File: config.mk
export PLATFORM = sky130hd
export DESIGN_NAME = jk_cmd_seq_flat
export DESIGN_NICKNAME = d
export VERILOG_FILES = /design/src/rtl/jk_cmd_seq_if.sv /design/src/rtl/jk_cmd_seq.sv /design/src/flat_wrapper.sv
export SDC_FILE = /design/constraint.sdc
export NUM_CORES = 1
export LEC_CHECK = 0
export CAP_MARGIN = 10
export CORE_AREA = 2 2 62 64
export DETAILED_ROUTE_END_ITERATION = 10
export DIE_AREA = 0 0 64 66
export GPL_TIMING_DRIVEN = 0
export PLACE_DENSITY = 0.81
export SLEW_MARGIN = 30
export SYNTH_ARGS = -nofsm -noshare
export SYNTH_HDL_FRONTEND = slang
export SYNTH_SLANG_ARGS = --single-unit
File: constraint.sdc
create_clock -name clk -period 2.6 [get_ports clk]
set_input_delay 0.39 -clock clk [delete_from_list [all_inputs] [get_ports clk]]
set_output_delay 0.39 -clock clk [all_outputs]
set_load 0.02 [all_outputs]
File: src/rtl/jk_cmd_seq_if.sv
// Command handshake between issuing control logic and the JK command sequencer.
interface jk_cmd_seq_if #(
  parameter int CNT_W = 4
) ();
  logic             cmd_valid;
  logic             cmd_ready;
  logic [1:0]       cmd_op;
  logic [CNT_W-1:0] cmd_cnt;

  modport master (
    output cmd_valid,
    output cmd_op,
    output cmd_cnt,
    input  cmd_ready
  );

  modport slave (
    input  cmd_valid,
    input  cmd_op,
    input  cmd_cnt,
    output cmd_ready
  );
endinterface

File: src/rtl/jk_cmd_seq.sv
// JK command sequencer: FIFO-buffered j/k/ff_rst driver with a shadow flip-flop that flags q divergence.
// Optional JKSEQ_ABORT_EN adds an abort input that flushes the FIFO and returns to IDLE.
module jk_cmd_seq #(
  parameter int DEPTH = 4,
  parameter int CNT_W = 4
) (
  input  logic        clk,
  input  logic        rst_n,
  jk_cmd_seq_if.slave cmd,
  output logic        j,
  output logic        k,
  output logic        ff_rst,
  input  logic        q_in,
  output logic        expect_q,
  output logic        busy,
  output logic        mismatch,
  input  logic        mismatch_clr
`ifdef JKSEQ_ABORT_EN
  ,
  input  logic        abort
`endif
);

  localparam int AW = (DEPTH > 1) ? $clog2(DEPTH) : 1;
  localparam int PW = AW + 1;

  typedef enum logic {
    IDLE,
    ISSUE
  } state_t;

  state_t           state;
  state_t           state_nxt;
  logic [1:0]       mem_op  [DEPTH];
  logic [CNT_W-1:0] mem_cnt [DEPTH];
  logic [PW-1:0]    wr_ptr;
  logic [PW-1:0]    rd_ptr;
  logic             full;
  logic             empty;
  logic             push;
  logic             pop;
  logic             abort_now;
  logic [1:0]       act_op;
  logic [1:0]       act_op_nxt;
  logic [CNT_W-1:0] remaining;
  logic [CNT_W-1:0] remaining_nxt;
  logic             ff_rst_prev;
  logic             expect_q_nxt;

`ifdef JKSEQ_ABORT_EN
  assign abort_now = abort;
`else
  assign abort_now = 1'b0;
`endif

  // Extra pointer MSB distinguishes full from empty when the index bits match.
  assign empty = (wr_ptr == rd_ptr);
  assign full  = (wr_ptr[AW] != rd_ptr[AW]) && (wr_ptr[AW-1:0] == rd_ptr[AW-1:0]);

  assign cmd.cmd_ready = !full && !ff_rst;
  assign push          = cmd.cmd_valid && cmd.cmd_ready && !abort_now;
  assign busy          = (state == ISSUE) || !empty;
  assign {j, k}        = (state == ISSUE) ? act_op : 2'b00;

  always_ff @(posedge clk) begin
    if (push) begin
      mem_op[wr_ptr[AW-1:0]]  <= cmd.cmd_op;
      mem_cnt[wr_ptr[AW-1:0]] <= cmd.cmd_cnt;
    end
  end

  always_ff @(posedge clk or negedge rst_n) begin
    if (!rst_n) begin
      wr_ptr <= '0;
      rd_ptr <= '0;
    end else if (abort_now) begin
      rd_ptr <= wr_ptr;
    end else begin
      if (push) wr_ptr <= wr_ptr + PW'(1);
      if (pop)  rd_ptr <= rd_ptr + PW'(1);
    end
  end

  // Back-to-back commands reload straight from the FIFO head so j/k never bubble.
  always_comb begin
    state_nxt     = state;
    act_op_nxt    = act_op;
    remaining_nxt = remaining;
    pop           = 1'b0;
    case (state)
      IDLE: begin
        if (!empty) begin
          pop           = 1'b1;
          act_op_nxt    = mem_op[rd_ptr[AW-1:0]];
          remaining_nxt = mem_cnt[rd_ptr[AW-1:0]];
          state_nxt     = ISSUE;
        end
      end
      ISSUE: begin
        if (remaining != '0) begin
          remaining_nxt = remaining - CNT_W'(1);
        end else if (!empty) begin
          pop           = 1'b1;
          act_op_nxt    = mem_op[rd_ptr[AW-1:0]];
          remaining_nxt = mem_cnt[rd_ptr[AW-1:0]];
        end else begin
          state_nxt = IDLE;
        end
      end
      default: state_nxt = IDLE;
    endcase
    if (abort_now) begin
      state_nxt     = IDLE;
      remaining_nxt = '0;
      pop           = 1'b0;
    end
  end

  always_ff @(posedge clk or negedge rst_n) begin
    if (!rst_n) begin
      state     <= IDLE;
      act_op    <= 2'b00;
      remaining <= '0;
    end else begin
      state     <= state_nxt;
      act_op    <= act_op_nxt;
      remaining <= remaining_nxt;
    end
  end

  always_comb begin
    expect_q_nxt = expect_q;
    case ({j, k})
      2'b01:   expect_q_nxt = 1'b0;
      2'b10:   expect_q_nxt = 1'b1;
      2'b11:   expect_q_nxt = ~expect_q;
      default: expect_q_nxt = expect_q;
    endcase
  end

  // q is only trusted once ff_rst has been low for a full cycle.
  always_ff @(posedge clk or negedge rst_n) begin
    if (!rst_n) begin
      ff_rst      <= 1'b1;
      ff_rst_prev <= 1'b1;
      expect_q    <= 1'b0;
      mismatch    <= 1'b0;
    end else begin
      ff_rst      <= 1'b0;
      ff_rst_prev <= ff_rst;
      expect_q    <= ff_rst ? 1'b0 : expect_q_nxt;
      if (!ff_rst && !ff_rst_prev && (q_in != expect_q)) begin
        mismatch <= 1'b1;
      end else if (mismatch_clr) begin
        mismatch <= 1'b0;
      end
    end
  end

endmodule
File: src/flat_wrapper.sv
// flat-port wrapper written by rule: the top's interface ports become plain ports
module jk_cmd_seq_flat 
#(
  parameter int DEPTH = 4,
  parameter int CNT_W = 4
)
  (clk, rst_n, j, k, ff_rst, q_in, expect_q, busy, mismatch, mismatch_clr, cmd_cmd_valid, cmd_cmd_op, cmd_cmd_cnt, cmd_cmd_ready);
  jk_cmd_seq_if #(.CNT_W(CNT_W)) cmd_i ();
  input  logic clk;
  input  logic rst_n;
  output logic j;
  output logic k;
  output logic ff_rst;
  input  logic q_in;
  output logic expect_q;
  output logic busy;
  output logic mismatch;
  input  logic mismatch_clr;
  input wire logic [$bits(cmd_i.cmd_valid)-1:0] cmd_cmd_valid;
  input wire logic [$bits(cmd_i.cmd_op)-1:0] cmd_cmd_op;
  input wire logic [$bits(cmd_i.cmd_cnt)-1:0] cmd_cmd_cnt;
  output wire logic [$bits(cmd_i.cmd_ready)-1:0] cmd_cmd_ready;
  assign cmd_i.cmd_valid = cmd_cmd_valid;
  assign cmd_i.cmd_op = cmd_cmd_op;
  assign cmd_i.cmd_cnt = cmd_cmd_cnt;
  assign cmd_cmd_ready = cmd_i.cmd_ready;
  jk_cmd_seq #(.DEPTH(DEPTH), .CNT_W(CNT_W)) u_core (.clk(clk), .rst_n(rst_n), .cmd(cmd_i), .j(j), .k(k), .ff_rst(ff_rst), .q_in(q_in), .expect_q(expect_q), .busy(busy), .mismatch(mismatch), .mismatch_clr(mismatch_clr));
endmodule
======== Word-level counts from Yosys, hierarchy flattened ========
Memory sizes are Yosys's and may differ from the RTL's.
Cells that the tools add are included.
storage, ports and cells
  register bits after elaboration ......... 17
  input port bits ......................... 11
  memories kept ........................... 2
  logic and storage cells ................. 55
  output and inout bits ................... 7
  RAM bits ................................ 24
operators by class
  equality and inequality tests ........... 8
  bitwise gates (word level) .............. 2
  $add $sub $neg .......................... 3
  reductions and logical operators ........ 13
  mux-type cells .......................... 18
memories
  memory          words  bits a word  read ports  clocked after memory_dff  write ports  line              source
  u_core.mem_cnt  4      4            1           0                         1            jk_cmd_seq.sv:35  logic [CNT_W-1:0] mem_cnt [DEPTH];
  u_core.mem_op   4      2            1           0                         1            jk_cmd_seq.sv:34  logic [1:0] mem_op [DEPTH];
operators by type and width
  cell                 count
  $mux 1               8
  $mux 4               2
  $pmux 4 s2           1
  $reduce_bool 4->1    2
  $add 3x1->3 const B  2
  $mux 2               3
  $logic_and 1x1->1    5
  $eq 2x2->1 const B   2
  $logic_not 1->1      4
  $pmux 1 s2           2
  $pmux 2 s2           1
  $sub 4x1->4 const B  1
  $eq 3x3->1           1
  $pmux 1 s3           1
  $eq 2x1->1 const B   1
  $eq 2x2->1           1
  $ne 1x1->1           2
  $ne 2x2->1 const B   1
  $not 1->1            2
  $reduce_bool 2->1    1
  $logic_or 1x1->1     1

======== Depth between registers and ports, before layout ========
Gate-level depths: netlist of the first run.
  word-level depth ........................ 7
  mapped depth ............................ 7
  mapped depth without buffers ............ 6

======== Worst setup path before layout of the first run ========
Ideal clock, no wire load.
  path type ............................... register to register
  start point ............................. reg u_core.remaining[0]
  end point ............................... reg u_core.remaining[3]
  data required time ...................... 2.477 ns
  clock period less this slack ............ 1.825 ns
  stages on the path, launching flop included .. 7
  setup time .............................. 0.123 ns
  path slack .............................. 0.775 ns
  data arrival time ....................... 1.702 ns
  buffers on the path ..................... 0
  path through ............................ dfrtp_1 -> inv_1 -> ha_1 -> or3b_1 -> nand2_1 -> mux2_2 -> o221a_1
on the way
  cells in the longest elaborated chain, start to end .. 3
  elaborated cells between the ends (all ways) .. 4
  those cells by class .................... 1 x add/sub; 2 x mux; 1 x reduce/logical
RTL lines
  item                                                     line                                  source
  start: declaration                                       jk_cmd_seq.sv:45                      logic [CNT_W-1:0] remaining;
  start signal: assignment                                 jk_cmd_seq.sv:127                     remaining <= remaining_nxt;
  $sub 4x1->4 / $reduce_bool 4->1 (equally long branches)  jk_cmd_seq.sv:101, jk_cmd_seq.sv:100
  $mux 4 (*)                                               jk_cmd_seq.sv:100                     if (remaining != '0) begin
  $pmux 4 s2 (*)                                           jk_cmd_seq.sv:90                      case (state)
  net u_core.remaining_nxt[3]                              jk_cmd_seq.sv:46                      logic [CNT_W-1:0] remaining_nxt;
The timed path passes the listed nets; every way through them passes the cells marked *.
A chain may end at the register's enable or synchronous reset.

======== Worst setup path after layout of the first run ========
  start point ............................. reg u_core.rd_ptr[1]
  end point ............................... out busy
on the way
  cells in the longest elaborated chain, start to end .. 3
RTL lines
  item                      line                source
  start: declaration        jk_cmd_seq.sv:37    logic [PW-1:0] rd_ptr;
  start signal: assignment  jk_cmd_seq.sv:77    rd_ptr <= wr_ptr;
  start signal: assignment  jk_cmd_seq.sv:80    if (pop) rd_ptr <= rd_ptr + PW'(1);
  $eq 3x3->1                jk_cmd_seq.sv:57    assign empty = (wr_ptr == rd_ptr);
  $logic_not 1->1           jk_cmd_seq.sv:62    assign busy = (state == ISSUE) || !empty;
  $logic_or 1x1->1          jk_cmd_seq.sv:62
  end: declaration          flat_wrapper.sv:16  output logic busy;
No other way between the ends.

==> impl_metrics.tcl, run 1 <==
set metrics [dict create \
    synth-seq-area-share_pct 60.39 \
    slew_violations 0 \
    synth_ff_type "edfxtp_1" \
    htree_levels 2 \
    drc 0 \
    cp.arrival_ns 2.00 \
    synth-edff-count 24 \
    grt_pass1_vias 1119 \
    root_buffer "clkbuf_4" \
    start_kind "register" \
    status "complete, no violations" \
    r2r_start "u_core.remaining[0]" \
    pin_count 18 \
    wl_per_cell_microns 15.18 \
    synthCells 121 \
    required_ns 2.21 \
    initial_core_util_pct 53.56 \
    netlist.top_cell.by_area "edfxtp_1" \
    vias 1041 \
    drtPass1Iterations 4 \
    clock_power_share_pct 12.9 \
    hp-start "u_core.ff_rst" \
    relSlewSlack_pct 48.15 \
    postRouteAntennaNets 0 \
    skew_ns 0.007574 \
    synth.most_common_cell "edfxtp_1" \
    clk_latency_ns 0.35 \
    hold_class "reg -> reg" \
    cts_tree "done" \
    synth_top_cells_by_count "24 x edfxtp_1, 15 x dfrtp_1, 8 x ha_1, 8 x inv_1, 7 x nand2_1" \
    grtUsageTotal_pct 16.60 \
    tightest_slew_ns 0.7753 \
    reg2reg_setup_slack_ns 0.60 \
    comb_power_share_pct 45.3 \
    grt_max_degree 18 \
    synthesis.area_sq_um 1902 \
    grt_pass1_wl_microns 5071 \
    cts_setup_buffers 0 \
    syn_nets 140 \
    path_clk_slew_ns 0.12 \
    leakage_nw 0.8265 \
    place.gp.congestion 0.7931 \
    max_freq_mhz 418.7 \
    ys_types 38 \
    powerDensity_nw_per_um2 1071 \
    area_growth_pct 15.26 \
    antenna_cells 0 \
    cts_max_path_buffers 2 \
    core-area_sq_um 3551 \
    reg2reg_depth 6 \
    power.switching_uw 863.2 \
    ys_ff_latch 41 \
    wirelength_microns 2944 \
    clock_sinks 41 \
    fin_crit_sh_pct 91.87 \
    p_int_mw 1.485 \
    die_w_microns 64 \
    via_per_inst 5.366 \
    post-route-min-period_ns 2.389 \
    regArea_sq_um 1149 \
    vdd_drop_max_v 0.0004330 \
    drt_iter0_markers 32 \
    crit_start "u_core.rd_ptr[1]" \
    cp_max_fo 9 \
    synth_warnings 0 \
    synthTopCellsByArea "edfxtp_1 38%, dfrtp_1 20%, mux4_2 7.1%, ha_1 5.3%, xnor2_4 2.9%" \
    maxCapViolCount 0 \
    crit_type "reg -> out" \
    numCtsBuffers 5 \
    hpwl_microns 2183 \
    n_fill_cell 266 \
    rsz0062_at_grt "no" \
    multi_input_area_sq_um 705.7 \
    switching_share_pct 36.76 \
    fin_nets 164 \
    pwr-share-seq_pct 41.8 \
    gr-total-overflow 0 \
    r2r-end "u_core.remaining[3]" \
    dp_cells 186 \
    end_kind "output pin" \
    setup_viol_count_final 0 \
    stdcell_count 194 \
    finalHoldViolCount 0 \
    die_y_microns 66 \
    syn_avg_cell_area_sq_um 15.72 \
    row_count 22 \
    antenna_found_initial 0 \
    endpoint "busy" \
    setup_tns_ns 0 \
    die_area_sq_um 4224 \
    async_flop_share_pct 41.46 \
    port_buffers 17 \
    netlist.area_leader.share_pct 37.89 \
    final_layout_size_suffix_gt1_share_pct 19.86 \
]
-- routing by layer --
metal | track usage, % | vias up | wire length [microns]
li1 | - | 489 | -
met1 | 18.68 | 513 | 1169
met2 | 28.13 | 29 | 1520
met3 | 5.792 | 10 | 181
met4 | 8.152 | 0 | 72
met5 | 0 | - | 0
-- logic make-up (layout without fill, tap and decap cells) --
family                     count (synthesis)  after routing  share of synthesized area [%]
AOI/OAI and AO/OA                         13             13                          6.317
xor gates and xnor gates                  11             11                          7.434
adders and majority gates                  8              8                          5.263
buffers and inverters                     11             36                          2.763
DFF                                       41             41                          60.39
muxes                                     13             13                          11.05
other                                      1              1                         0.1972
and+or+nand+nor                           23             23                          6.579
-- registers in the layout, summed over array words and instances, names as in the netlist --
name                cells
u_core.ff_rst           1
u_core.remaining        4
u_core.act_op           2
u_core.mismatch         1
u_core.expect_q         1
u_core.wr_ptr           3
u_core.mem_op           8
u_core.rd_ptr           3
u_core.ff_rst_prev      1
u_core.mem_cnt         16
u_core.state            1
-- metrics by stage --
stage / cell area, sq um / worst slack (ns) / hold WS (ns) / util (%) / total power, mW
detailed placement: 2132 / 0.3014 / 0.4095 / 60.04 / 2.056
finish: 2192 / 0.2115 / 0.4245 / 61.73 / 2.348
global route: 2192 / 0.1085 / 0.4324 / 61.73 / 2.527
CTS: 2192 / 0.1881 / 0.4274 / 61.73 / 2.376
global placement: 2132 / 0.3452 / 0.4105 / 60.04 / 1.986
floorplan: 1902 / 0.7746 / 0.09441 / - / 1.784
-- cell type report --
cell class | count | area share (%)
sequential | 41 | 52.40
multi-input combinational | 69 | 32.19
timing repair buffer | 17 | 7.705
tap | 48 | 2.740
clock buffer | 6 | 1.884
inverter | 8 | 1.370
buffer | 3 | 1.027
clock inverter | 2 | 0.6849
-- how the worst min path moves through the flow --
stage	cells after the start	endpoint
after floorplan	0	u_core.act_op[0]
after global placement	0	u_core.ff_rst_prev
after detailed placement	0	u_core.ff_rst_prev
after CTS	0	u_core.ff_rst_prev
after global routing	0	u_core.ff_rst_prev
final	0	u_core.ff_rst_prev
-- what timing repair did --
item                       CTS  global route
gates resized for setup      2             0
hold buffers                 0             0
setup endpoints to repair    1             0
-- power by group through the flow --
stage,Combinational [mW],Clock [mW],Sequential [mW]
after floorplan,0.804,0,0.979
after global placement,1.00,0,0.982
after detailed placement,1.06,0,0.999
after CTS,1.07,0.318,0.984
after global routing,1.17,0.355,1.00
final,1.06,0.304,0.981
-- cell usage in the layout (no fill, tap or decap), types with 3 or more instances in the layout --
cell type	n
dfrtp_1	15
edfxtp_1	24
inv_1	8
nand2_1	7
ha_1	8
xnor2_1	4
mux2_2	4
mux4_2	6
xor2_1	4
clkdlybuf4s50_1	16
mux2i_1	3
and2_1	4
clkbuf_4	5
-- worst max-delay path, stage by stage (launching register included) --
cell and delay [ns]:
dfrtp_1 0.40, buf_4 0.19, xnor2_4 0.25, nand3_2 0.18, or2_2 0.31, dlygate4sd2_1 0.32
Power figures use the tool's default switching activity.
==> inputs of run 2 (changes only) <==
--- a/config.mk
+++ b/config.mk
@@ -11,6 +11,7 @@
 export DIE_AREA = 0 0 64 66
 export GPL_TIMING_DRIVEN = 0
 export PLACE_DENSITY = 0.81
+export SKIP_CTS_REPAIR_TIMING = 1
 export SLEW_MARGIN = 30
 export SYNTH_ARGS = -nofsm -noshare
 export SYNTH_HDL_FRONTEND = slang
==> run 2 against run 1 <==
Sequential power about the same. Non-clock buffer count unchanged. Critical path type unchanged. Total power about the same. Critical endpoint is now cmd_cmd_ready. Count of clock-buffer cells in the layout unchanged.
==> impl_metrics.tcl, run 2 (synthesis results as in run 1) <==
set metrics [dict create \
    status "complete, no violations" \
    hold_class "reg -> reg" \
    dp_slack_ns 0.3014 \
    power_mw 2.348 \
    cts_tree "done" \
    antenna_found_initial 0 \
    grtUsageTotal_pct 16.56 \
    relSlewSlack_pct 48.15 \
    htree_levels 2 \
    port_buffers 17 \
    end_kind "output pin" \
    vdd_drop_max_v 0.0004330 \
    cts_max_path_buffers 2 \
    grt_pass1_vias 1117 \
    worst_slack_ns 0.2552 \
    initial_core_util_pct 53.56 \
    pin_count 18 \
    drc 0 \
    clk_latency_ns 0.35 \
    postRouteAntennaNets 0 \
    finalHoldViolCount 0 \
    rsz0062_at_grt "no" \
    core-area_sq_um 3551 \
    die_y_microns 66 \
    gr-total-overflow 0 \
    required_ns 2.21 \
    area_growth_pct 15.46 \
    drtPass1Iterations 4 \
    layout_common_cells "24 x edfxtp_1, 16 x clkdlybuf4s50_1, 15 x dfrtp_1, 8 x inv_1, 8 x ha_1" \
    path_clk_slew_ns 0.12 \
    slew_violations 0 \
    crit_type "reg -> out" \
    powerDensity_nw_per_um2 1069 \
    numCtsBuffers 5 \
    row_count 22 \
    clock_sinks 41 \
    fin_crit_sh_pct 90.18 \
    place.gp.congestion 0.7931 \
    final_layout_size_suffix_gt1_share_pct 19.86 \
    fin_nets 164 \
    wirelength_microns 2946 \
    die_area_sq_um 4224 \
    max_freq_mhz 426.5 \
    vias 1041 \
    root_buffer "clkbuf_4" \
    die_w_microns 64 \
    start_kind "register" \
    hpwl_microns 2183 \
    wl_per_cell_microns 15.19 \
    largest_reg_flops 16 \
    cp_max_fo 9 \
    leakage_nw 0.8282 \
    setup_viol_count_final 0 \
    cp.arrival_ns 1.95 \
    via_per_inst 5.366 \
    maxCapViolCount 0 \
    mostFrequentLayoutCell "edfxtp_1" \
    skew_ns 0.007574 \
    grt_pass1_wl_microns 5057 \
    tightest_slew_ns 0.7753 \
    drt_iter0_markers 32 \
    antenna_cells 0 \
    n_fill_cell 264 \
    post-route-min-period_ns 2.345 \
    grt_max_degree 18 \
]
-- run 2: changes by cell type in the layout (fill, tap and decap cells not counted) --
cell,delta
dlygate4sd2_1,-1
dlymetal6s2s_1,+1
-- run 2: cell type report --
type,count,area (sq um),area share [%]
repair buffers,17,172.7,7.863
plain buffers,3,22.52,1.026
clock inverters,2,15.01,0.6838
flip-flops and latches,41,1149,52.31
multi-input cells,69,705.7,32.14
clock buffers,6,41.29,1.880
inverters,8,30.03,1.368
well taps,48,60.06,2.735
-- run 2: power by group --
group          leakage (nW)  switching (mW)  total (mW)  internal [mW]
clock network        0.0245           0.198       0.304          0.106
registers             0.417           0.132       0.981          0.850
logic                 0.387           0.533        1.06          0.530
-- run 2: final timing paths --
path	cells past startpoint	end	slack [ns]	from
max in group asynchronous	1	u_core.state	1.63	rst_n
min	0	u_core.ff_rst_prev	0.42	u_core.ff_rst
max reg2reg	6	u_core.remaining[3]	0.60	u_core.remaining[0]
max	4	cmd_cmd_ready	0.26	u_core.rd_ptr[1]
min in group asynchronous	1	u_core.expect_q	0.48	rst_n
min reg2reg	0	u_core.ff_rst_prev	0.42	u_core.ff_rst
-- run 2: worst max-delay path: stages, from the launching register on --
cell and delay [ns]:
dfrtp_1 0.40, buf_4 0.19, xnor2_4 0.18, a31oi_1 0.20, clkdlybuf4s50_1 0.63
-- run 2: metrics by stage --
step / instance area, sq um / setup TNS [ns] / instances / utilization (%) / hold slack (ns)
after floorplan: 1902 / 0 / 121 / - / 0.09441
after global placement: 2132 / 0 / 186 / 60.04 / 0.4105
after detailed placement: 2132 / 0 / 186 / 60.04 / 0.4095
after CTS: 2188 / -0.1028 / 194 / 61.63 / 0.4274
after global routing: 2196 / 0 / 194 / 61.84 / 0.4324
final: 2196 / 0 / 194 / 61.84 / 0.4245
-- run 2: routing by layer --
layer  up-vias  wire length [microns]  track usage, %  share of wire, %
li1        489                      -               -                 -
met4         0                     72           8.152               2.4
met1       513                   1167           18.68                40
met2        29                   1520           27.99                52
met3        10                    185           5.792               6.3
met5         -                      0               0                 0
